**config.mk**
```make
export PLATFORM = sky130hd
export DESIGN_NAME = i2c_target_receiver_flat
export DESIGN_NICKNAME = d
export VERILOG_FILES = /design/src/rtl/i2c_pkg.sv /design/src/rtl/i2c_target_receiver_if.sv /design/src/rtl/i2c_bus_sampler.sv /design/src/rtl/i2c_target_receiver.sv /design/src/flat_wrapper.sv
export SDC_FILE = /design/constraint.sdc
export NUM_CORES = 1
export LEC_CHECK = 0
export BUFFER_PORTS_ARGS = -buffer_cell sky130_fd_sc_hd__buf_4
export CORE_MARGIN = 2
export CORE_UTILIZATION = 40
export DETAILED_ROUTE_END_ITERATION = 6
export PLACE_DENSITY_LB_ADDON = 0.08
export SLEW_MARGIN = 30
export SYNTH_ARGS = -nofsm -noshare
export SYNTH_HDL_FRONTEND = slang
export SYNTH_SLANG_ARGS = --single-unit
```
**constraint.sdc**
```tcl
create_clock -name clk -period 2.5 [get_ports clk]
set_input_delay 0.5 -clock clk [delete_from_list [all_inputs] [get_ports clk]]
set_output_delay 0.5 -clock clk [all_outputs]
set_load 0.01 [all_outputs]
```
**src/rtl/i2c_pkg.sv**
```systemverilog
// Shared types and constants for the I2C target receiver.
// Optional glitch filter in the bus sampler: I2C_TARGET_GLITCH_FILTER_EN.
package i2c_pkg;

    localparam int ADDR_W = 7;
    localparam int BYTE_W = 8;

    typedef enum logic [2:0] {
        IDLE,
        ADDR,
        ADDR_ACK,
        WR_BYTE,
        WR_ACK,
        RD_BYTE,
        RD_ACK,
        WAIT_STOP
    } state_e;

    // Two-of-three vote used by the optional glitch filter
    function automatic logic majority3(input logic a, input logic b, input logic c);
        return (a & b) | (a & c) | (b & c);
    endfunction

endpackage

```
**src/rtl/i2c_target_receiver_if.sv**
```systemverilog
// Bus-side signals shared between the I2C master transmitter and this target.
interface i2c_target_receiver_if;

    logic SCL;         // bus clock from the master
    logic SDA_OUT;     // master SDA drive value
    logic SDA_OE;      // master SDA output enable
    logic SDA_IN;      // target data bit back to the master, 1 = released
    logic SDA_IN_ACK;  // high while the target drives an ACK slot

    modport master (
        output SCL, SDA_OUT, SDA_OE,
        input  SDA_IN, SDA_IN_ACK
    );

    modport slave (
        input  SCL, SDA_OUT, SDA_OE,
        output SDA_IN, SDA_IN_ACK
    );

endinterface

```
**src/rtl/i2c_bus_sampler.sv**
```systemverilog
// Oversamples SCL/SDA, optionally filters them, and flags SCL edges and
// START/STOP conditions. Filter enabled by I2C_TARGET_GLITCH_FILTER_EN
// (2-flop synchroniser + 3-sample majority, adds 3 clk of latency).
module i2c_bus_sampler
    import i2c_pkg::*;
(
    input  logic clk,
    input  logic rst,
    input  logic scl_raw,
    input  logic sda_raw,
    output logic sda,
    output logic scl_rise,
    output logic scl_fall,
    output logic start,
    output logic stop
);

    logic scl;
    logic scl_q, scl_d;
    logic sda_q, sda_d;

    // Previous-sample registers used for edge detection; idle bus is high
    always_ff @(posedge clk) begin
        // NOTE: flops use non-blocking assignments so every register samples the pre-edge values.
        if (!rst) begin
            scl_q <= 1'b1;
            sda_q <= 1'b1;
        end else begin
            scl_q <= scl_d;
            sda_q <= sda_d;
        end
    end

`ifdef I2C_TARGET_GLITCH_FILTER_EN
    // [0],[1] synchronise; [1..3] form the vote window
    logic [3:0] scl_pipe_q, scl_pipe_d;
    logic [3:0] sda_pipe_q, sda_pipe_d;

    // Advance the sample pipelines and vote on the settled samples
    always_comb begin
        scl_pipe_d = {scl_pipe_q[2:0], scl_raw};
        sda_pipe_d = {sda_pipe_q[2:0], sda_raw};
        scl        = majority3(scl_pipe_q[1], scl_pipe_q[2], scl_pipe_q[3]);
        sda        = majority3(sda_pipe_q[1], sda_pipe_q[2], sda_pipe_q[3]);
    end

    // Pipeline registers start at the idle-high bus level
    always_ff @(posedge clk) begin
        if (!rst) begin
            scl_pipe_q <= '1;
            sda_pipe_q <= '1;
        end else begin
            scl_pipe_q <= scl_pipe_d;
            sda_pipe_q <= sda_pipe_d;
        end
    end
`else
    // Raw levels feed edge detection directly
    always_comb begin
        scl = scl_raw;
        sda = sda_raw;
    end
`endif

    // Edge and bus-condition decode against the previous samples
    always_comb begin
        scl_d    = scl;
        sda_d    = sda;
        scl_rise = !scl_q & scl;
        scl_fall = scl_q & !scl;
        start    = scl & scl_q & sda_q & !sda;
        stop     = scl & scl_q & !sda_q & sda;
    end

endmodule

```
**src/rtl/i2c_target_receiver.sv**
```systemverilog
// I2C target endpoint: address match with ACK, multi-byte write capture and
// MSB-first read-back of a host word. Optional input glitch filter enabled
// by I2C_TARGET_GLITCH_FILTER_EN (inside i2c_bus_sampler).
module i2c_target_receiver
    import i2c_pkg::*;
#(
    parameter int DATA_WIDTH = 16,
    parameter int BYTE_CNT_W = 2
)(
    input  logic                  clk,
    input  logic                  rst,
    i2c_target_receiver_if.slave  bus,
    input  logic [ADDR_W-1:0]     I2C_ADDR,
    input  logic [DATA_WIDTH-1:0] RD_DATA,
    output logic [DATA_WIDTH-1:0] WR_DATA,
    output logic                  WR_STB,
    output logic                  BUSY
);

    localparam int                    NUM_BYTES = DATA_WIDTH / BYTE_W;
    localparam logic [BYTE_CNT_W-1:0] LAST_BYTE = BYTE_CNT_W'(NUM_BYTES - 1);
    localparam logic [3:0]            BIT_LAST  = 4'(BYTE_W);

    logic sda_eff, sda, scl_rise, scl_fall, start, stop;

    state_e                state_q, state_d;
    logic [3:0]            bit_cnt_q, bit_cnt_d;
    logic [BYTE_CNT_W-1:0] byte_cnt_q, byte_cnt_d;
    logic [BYTE_W-1:0]     shift_q, shift_d;
    logic [DATA_WIDTH-1:0] wr_acc_q, wr_acc_d;
    logic [DATA_WIDTH-1:0] rd_shift_q, rd_shift_d;
    logic [DATA_WIDTH-1:0] wr_data_q, wr_data_d;
    logic                  rw_q, rw_d;
    logic                  nack_q, nack_d;
    logic                  sda_in_q, sda_in_d;
    logic                  sda_in_ack_q, sda_in_ack_d;
    logic                  wr_stb_q, wr_stb_d;

    // Unenabled master driver leaves the line to the pull-up
    assign sda_eff = bus.SDA_OE ? bus.SDA_OUT : 1'b1;

    i2c_bus_sampler u_sampler (
        .clk      (clk),
        .rst      (rst),
        .scl_raw  (bus.SCL),
        .sda_raw  (sda_eff),
        .sda      (sda),
        .scl_rise (scl_rise),
        .scl_fall (scl_fall),
        .start    (start),
        .stop     (stop)
    );

    // Next-state and output decode; bits sampled on SCL rise, outputs moved on SCL fall
    always_comb begin
        // NOTE: every variable gets a default first so no path leaves one unassigned (no latches).
        state_d      = state_q;
        bit_cnt_d    = bit_cnt_q;
        byte_cnt_d   = byte_cnt_q;
        shift_d      = shift_q;
        wr_acc_d     = wr_acc_q;
        rd_shift_d   = rd_shift_q;
        wr_data_d    = wr_data_q;
        rw_d         = rw_q;
        nack_d       = nack_q;
        sda_in_d     = sda_in_q;
        sda_in_ack_d = sda_in_ack_q;
        wr_stb_d     = 1'b0;

        if (start || (stop && state_q != IDLE)) begin
            // (Repeated) START restarts addressing; STOP ends the transfer; partial words dropped
            state_d      = start ? ADDR : IDLE;
            bit_cnt_d    = '0;
            byte_cnt_d   = '0;
            shift_d      = '0;
            wr_acc_d     = '0;
            sda_in_d     = 1'b1;
            sda_in_ack_d = 1'b0;
        end else begin
            unique case (state_q)
                IDLE: ;
                ADDR, WR_BYTE: begin
                    if (scl_rise) begin
                        shift_d   = {shift_q[BYTE_W-2:0], sda};
                        bit_cnt_d = bit_cnt_q + 4'd1;
                    end else if (scl_fall && bit_cnt_q == BIT_LAST) begin
                        bit_cnt_d = '0;
                        if (state_q == WR_BYTE) begin
                            wr_acc_d     = (wr_acc_q << BYTE_W) | DATA_WIDTH'(shift_q);
                            sda_in_d     = 1'b0;
                            sda_in_ack_d = 1'b1;
                            state_d      = WR_ACK;
                        end else if (shift_q[BYTE_W-1:1] == I2C_ADDR) begin
                            rw_d         = shift_q[0];
                            sda_in_d     = 1'b0;
                            sda_in_ack_d = 1'b1;
                            state_d      = ADDR_ACK;
                        end else begin
                            sda_in_d = 1'b1;
                            state_d  = WAIT_STOP;
                        end
                    end
                end
                ADDR_ACK: begin
                    if (scl_fall) begin
                        sda_in_ack_d = 1'b0;
                        byte_cnt_d   = '0;
                        if (rw_q) begin
                            rd_shift_d = RD_DATA;
                            sda_in_d   = RD_DATA[DATA_WIDTH-1];
                            bit_cnt_d  = 4'd1;
                            state_d    = RD_BYTE;
                        end else begin
                            sda_in_d  = 1'b1;
                            bit_cnt_d = '0;
                            state_d   = WR_BYTE;
                        end
                    end
                end
                WR_ACK: begin
                    if (scl_fall) begin
                        sda_in_d     = 1'b1;
                        sda_in_ack_d = 1'b0;
                        if (byte_cnt_q == LAST_BYTE) begin
                            wr_data_d = wr_acc_q;
                            wr_stb_d  = 1'b1;
                            state_d   = WAIT_STOP;
                        end else begin
                            byte_cnt_d = byte_cnt_q + BYTE_CNT_W'(1);
                            state_d    = WR_BYTE;
                        end
                    end
                end
                RD_BYTE: begin
                    if (scl_fall) begin
                        if (bit_cnt_q == BIT_LAST) begin
                            sda_in_d  = 1'b1;
                            bit_cnt_d = '0;
                            nack_d    = 1'b1;
                            state_d   = RD_ACK;
                        end else begin
                            rd_shift_d = rd_shift_q << 1;
                            sda_in_d   = rd_shift_q[DATA_WIDTH-2];
                            bit_cnt_d  = bit_cnt_q + 4'd1;
                        end
                    end
                end
                RD_ACK: begin
                    if (scl_rise) begin
                        nack_d = sda;
                    end else if (scl_fall) begin
                        if (nack_q || byte_cnt_q == LAST_BYTE) begin
                            state_d = WAIT_STOP;
                        end else begin
                            byte_cnt_d = byte_cnt_q + BYTE_CNT_W'(1);
                            rd_shift_d = rd_shift_q << 1;
                            sda_in_d   = rd_shift_q[DATA_WIDTH-2];
                            bit_cnt_d  = 4'd1;
                            state_d    = RD_BYTE;
                        end
                    end
                end
                WAIT_STOP: sda_in_d = 1'b1;
                default:   state_d = IDLE;
            endcase
        end
    end

    // State and registered outputs, synchronous active-low reset
    always_ff @(posedge clk) begin
        if (!rst) begin
            state_q      <= IDLE;
            bit_cnt_q    <= '0;
            byte_cnt_q   <= '0;
            shift_q      <= '0;
            wr_acc_q     <= '0;
            rd_shift_q   <= '0;
            wr_data_q    <= '0;
            rw_q         <= 1'b0;
            nack_q       <= 1'b0;
            sda_in_q     <= 1'b1;
            sda_in_ack_q <= 1'b0;
            wr_stb_q     <= 1'b0;
        end else begin
            state_q      <= state_d;
            bit_cnt_q    <= bit_cnt_d;
            byte_cnt_q   <= byte_cnt_d;
            shift_q      <= shift_d;
            wr_acc_q     <= wr_acc_d;
            rd_shift_q   <= rd_shift_d;
            wr_data_q    <= wr_data_d;
            rw_q         <= rw_d;
            nack_q       <= nack_d;
            sda_in_q     <= sda_in_d;
            sda_in_ack_q <= sda_in_ack_d;
            wr_stb_q     <= wr_stb_d;
        end
    end

    assign bus.SDA_IN     = sda_in_q;
    assign bus.SDA_IN_ACK = sda_in_ack_q;
    assign WR_DATA        = wr_data_q;
    assign WR_STB         = wr_stb_q;
    assign BUSY           = (state_q != IDLE);

endmodule

```
**src/flat_wrapper.sv**
```systemverilog
// flat-port wrapper written by rule: the top's interface ports become plain ports
module i2c_target_receiver_flat import i2c_pkg::*;
#(
    parameter int DATA_WIDTH = 16,
    parameter int BYTE_CNT_W = 2
)
  (clk, rst, I2C_ADDR, RD_DATA, WR_DATA, WR_STB, BUSY, bus_SCL, bus_SDA_OUT, bus_SDA_OE, bus_SDA_IN, bus_SDA_IN_ACK);
  i2c_target_receiver_if bus_i ();
  input  logic clk;
  input  logic rst;
  input  logic [ADDR_W-1:0] I2C_ADDR;
  input  logic [DATA_WIDTH-1:0] RD_DATA;
  output logic [DATA_WIDTH-1:0] WR_DATA;
  output logic WR_STB;
  output logic BUSY;
  input wire logic [$bits(bus_i.SCL)-1:0] bus_SCL;
  input wire logic [$bits(bus_i.SDA_OUT)-1:0] bus_SDA_OUT;
  input wire logic [$bits(bus_i.SDA_OE)-1:0] bus_SDA_OE;
  output wire logic [$bits(bus_i.SDA_IN)-1:0] bus_SDA_IN;
  output wire logic [$bits(bus_i.SDA_IN_ACK)-1:0] bus_SDA_IN_ACK;
  assign bus_i.SCL = bus_SCL;
  assign bus_i.SDA_OUT = bus_SDA_OUT;
  assign bus_i.SDA_OE = bus_SDA_OE;
  assign bus_SDA_IN = bus_i.SDA_IN;
  assign bus_SDA_IN_ACK = bus_i.SDA_IN_ACK;
  i2c_target_receiver #(.DATA_WIDTH(DATA_WIDTH), .BYTE_CNT_W(BYTE_CNT_W)) u_core (.clk(clk), .rst(rst), .bus(bus_i), .I2C_ADDR(I2C_ADDR), .RD_DATA(RD_DATA), .WR_DATA(WR_DATA), .WR_STB(WR_STB), .BUSY(BUSY));
endmodule
```
==> summary.md <==
| Metric | Value |
|---|---|
| Status | finished, final reports clean |
| Combinational Power Share | 12.0% |
| Clock network fraction of design power | 41.9% |
| Kind of critical path | register to register |
| Vias in the first global route | 2819 |
| Vias per inst | 5.234 |
| EDFF count, synth | 0 |
| CP cell instances | inv_1 -> ha_1 -> nand3b_1 -> o21ai_0 -> a211oi_4 -> buf_12 -> nor2_1 -> a211oi_1 |
| Worst slew pin tran | 0.6702 ns |
| Synth Flop Type | dfxtp_1 |
| Hold Path Cell Cnt | 2 |
| Post-route DRC | 0 |
| Max Slew Vio Count | 0 |
| Starting Density | 41.17% |
| Crit. Startpoint | u_core.bit_cnt_q[0]$_SDFFE_PP0P_ |
| Slew HR | 55.32% |
| Antenna violations before repair | 0 |
| Max IR drop VDD | 328.2 uV |
| Layout fillers | 828 |
| Sw Ratio | 25.90% |
| Post-route minimum period | 2.122 ns |
| HP Class | primary input to register |
| Die height | 95.73 microns |
| CP max stage delay | 0.40 ns |
| Hold Violations, Final | 0 |
| # Max-Cap Violations | 0 |
| IO Port Bufs | 47 |
| Setup tns final | 0 ns |
| Post-layout util | 49.56% |
| Wirelength, routed | 7.801 mm |
| Ant diodes | 0 |
| Worst-path clk slew | 0.08 ns |
| CP arrival | 2.36 ns |
| Post-CTS Hold Buffers | 0 |
| DR WL/cell | 13.86 microns |
| Gr ovfl total | 0 |
| CP required | 2.74 ns |
| Setup ws final | 0.3777 ns |
| Startpoint types | register |
| Post-DP HPWL | 5.441 mm |
| Post-route ant nets | 0 |
| Distinct cells, synth | 59 |
| Fmax | 471.2 MHz |
| Sw power | 0.6539 mW |
| CTS HTree Levels | 3 |
| Fin crit share | 84.89% |
| Top Ports | 48 |
| Placeable Area | 8175 sq um |
| Die X-Extent | 95.73 microns |
| Setup violators final | 0 |
| Reg2Reg Launch Point | u_core.bit_cnt_q[0]$_SDFFE_PP0P_ |
| Inserted Clock Buffers | 9 |
| Crit-path max FO | 30 |
| Setup bufs post-CTS | 0 |
| Clock Skew | 0.01108 ns |
| Placed inst area | 3822 sq um |
| Synth async-reset ratio | 0% |
| Post-synth top area share | 42.23% |
| Synth Register Bits | 71 |
| First-pass GRT wire length | 12.94 mm |
| Number of clock sinks | 71 |
| Leak Pwr | 1.521 nW |
| Clock latency on the worst-skew pair | 0.34 ns |
| Post-synth net total | 438 |
| Largest net degree at the start of global routing | 38 |
| Commonest cells post-synth | nand2_1 (93), dfxtp_1 (71), a21oi_1 (53) |
| Area leader, netlist | dfxtp_1 |
| Vias post-DR | 2947 |
| Cell row count | 33 |
| FF-to-FF path depth | 8 |
| Largest cells by area after synthesis | dfxtp_1 (42%), nand2_1 (10%), a21oi_1 (7.9%), mux2i_1 (4.5%), a211oi_1 (3.8%) |
| PD cells | 623.1 nW/um^2 |
| Hold path start | rst |
| Layout cell share with drive strength beyond 1 | 19.87% |
| Slowest-stage cell, CP | dfxtp_1 |
| Most common cell in the netlist | nand2_1 |
| All-Layer GR Usage | 18.02% |
| NumNets Final | 484 |
| Cell area after synthesis | 3366 sq um |
| Area grow syn2layout | 20.37% |
| Internal power | 1.871 mW |
| Share of power burned in registers | 46.1% |
| Synthesis Warnings | 0 |
| Worst slack at placement | 0.2523 ns |
| Post-cts repair resize count | 0 |
| Crit path capture type | register |
| Die area | 9164 sq um |
| Cell area after layout | 4051 sq um |
| Sequential area share after synthesis | 42.23% |
| RD Place Congestion | 0.8866 |
| Initial DRC count | 98 |
| Detailed Routing Iterations Pass 1 | 4 |
| RSZ-0062 raised after global routing | false |
| Synth Instances | 407 |
| Root Buffer | clkbuf_8 |
| Syn Area/Cell | 8.270 sq um |
| Clock buffer depth | 2 |
| CTS tree | yes |
| Pwr Total | 2.525 mW |
-- worst max-delay path: cells and delay by family (launching register included) --
family,cells,cell delay (ns)
fa+ha+maj,1,0.23
compound gates,3,0.75
simple gates,2,0.35
flops,1,0.40
buf+inv,2,0.29
-- sequential cells by signal, summed over array words and instances (netlist names) --
name and cells:
u_core.WR_DATA 16, u_core.WR_STB 1, u_core.bit_cnt_q 4, u_core.bus.SDA_IN 1, u_core.bus.SDA_IN_ACK 1, u_core.byte_cnt_q 2, u_core.nack_q 1, u_core.rd_shift_q 15
u_core.rw_q 1, u_core.shift_q 8, u_core.state_q 3, u_core.u_sampler.scl_q 1, u_core.u_sampler.sda_q 1, u_core.wr_acc_q 16
-- layout make-up --
class | instances | area [sq um] | share of cell area (%)
clock buffer | 10 | 137.6 | 3.397
clock inverter | 6 | 91.34 | 2.254
inverter | 9 | 33.78 | 0.8338
multi-input combinational | 302 | 1760 | 43.45
sequential | 71 | 1421 | 35.08
tap | 105 | 131.4 | 3.243
timing repair buffer | 60 | 475.5 | 11.74
-- cell usage in the layout (no fill, tap or decap), drive strengths merged, types with 4 or more instances in the layout --
cell type	count
a211oi	20
a21oi	53
buf	60
clkbuf	10
dfxtp	71
inv	10
mux2i	15
nand2	93
nand2b	8
nand3	8
nor2	34
nor2b	4
nor3	5
nor4	4
o21ai	9
xnor2	4
xor2	4
-- through the flow --
step,cells,hold WS (ns)
floorplan,407,0.4294
global placement,547,0.4415
detailed placement,547,0.4443
CTS,563,0.3662
global route,563,0.3783
finish,563,0.3870
-- routing by layer --
metal	track usage (%)	vias to the layer above	share of wire (%)	routed length, microns
met5	0	-	0	0
met3	3.681	12	5.2	406
met4	7.381	0	1.7	131
li1	-	1506	-	-
met1	23.53	1351	48	3713
met2	29.08	78	46	3550
-- cells by family (layout without fill, tap and decap cells) --
kind of cell / Yosys count / in the layout / share of synthesized area [%]
XOR/XNOR: 8 / 8 / 2.082
buffers and inverters: 34 / 85 / 5.688
AND/OR/NAND/NOR: 168 / 168 / 23.16
multiplexers: 15 / 15 / 4.461
adder cells (fa/ha/maj): 3 / 3 / 1.115
AO/OA/AOI/OAI: 108 / 108 / 21.26
flip-flops: 71 / 71 / 42.23
-- final timing paths --
path,slack [ns],endpoint
setup / recovery,0.38,u_core.rd_shift_q[1]$_SDFFE_PN0P_
hold / removal,0.39,u_core.u_sampler.sda_q$_SDFF_PN1_
setup reg to reg,0.38,u_core.rd_shift_q[1]$_SDFFE_PN0P_
hold reg to reg,0.45,u_core.wr_acc_q[8]$_SDFFE_PP0P_
-- power by group through the flow --
stage,clock [mW],sequential (mW),combinational [mW]
4_1_cts,1.08,1.16,0.302
5_1_grt,1.12,1.16,0.336
3_5_place_dp,0,1.19,0.301
2_1_floorplan,0,1.18,0.214
6_report,1.06,1.16,0.303
3_3_place_gp,0,1.19,0.300
(Power assumes the default switching activity.)
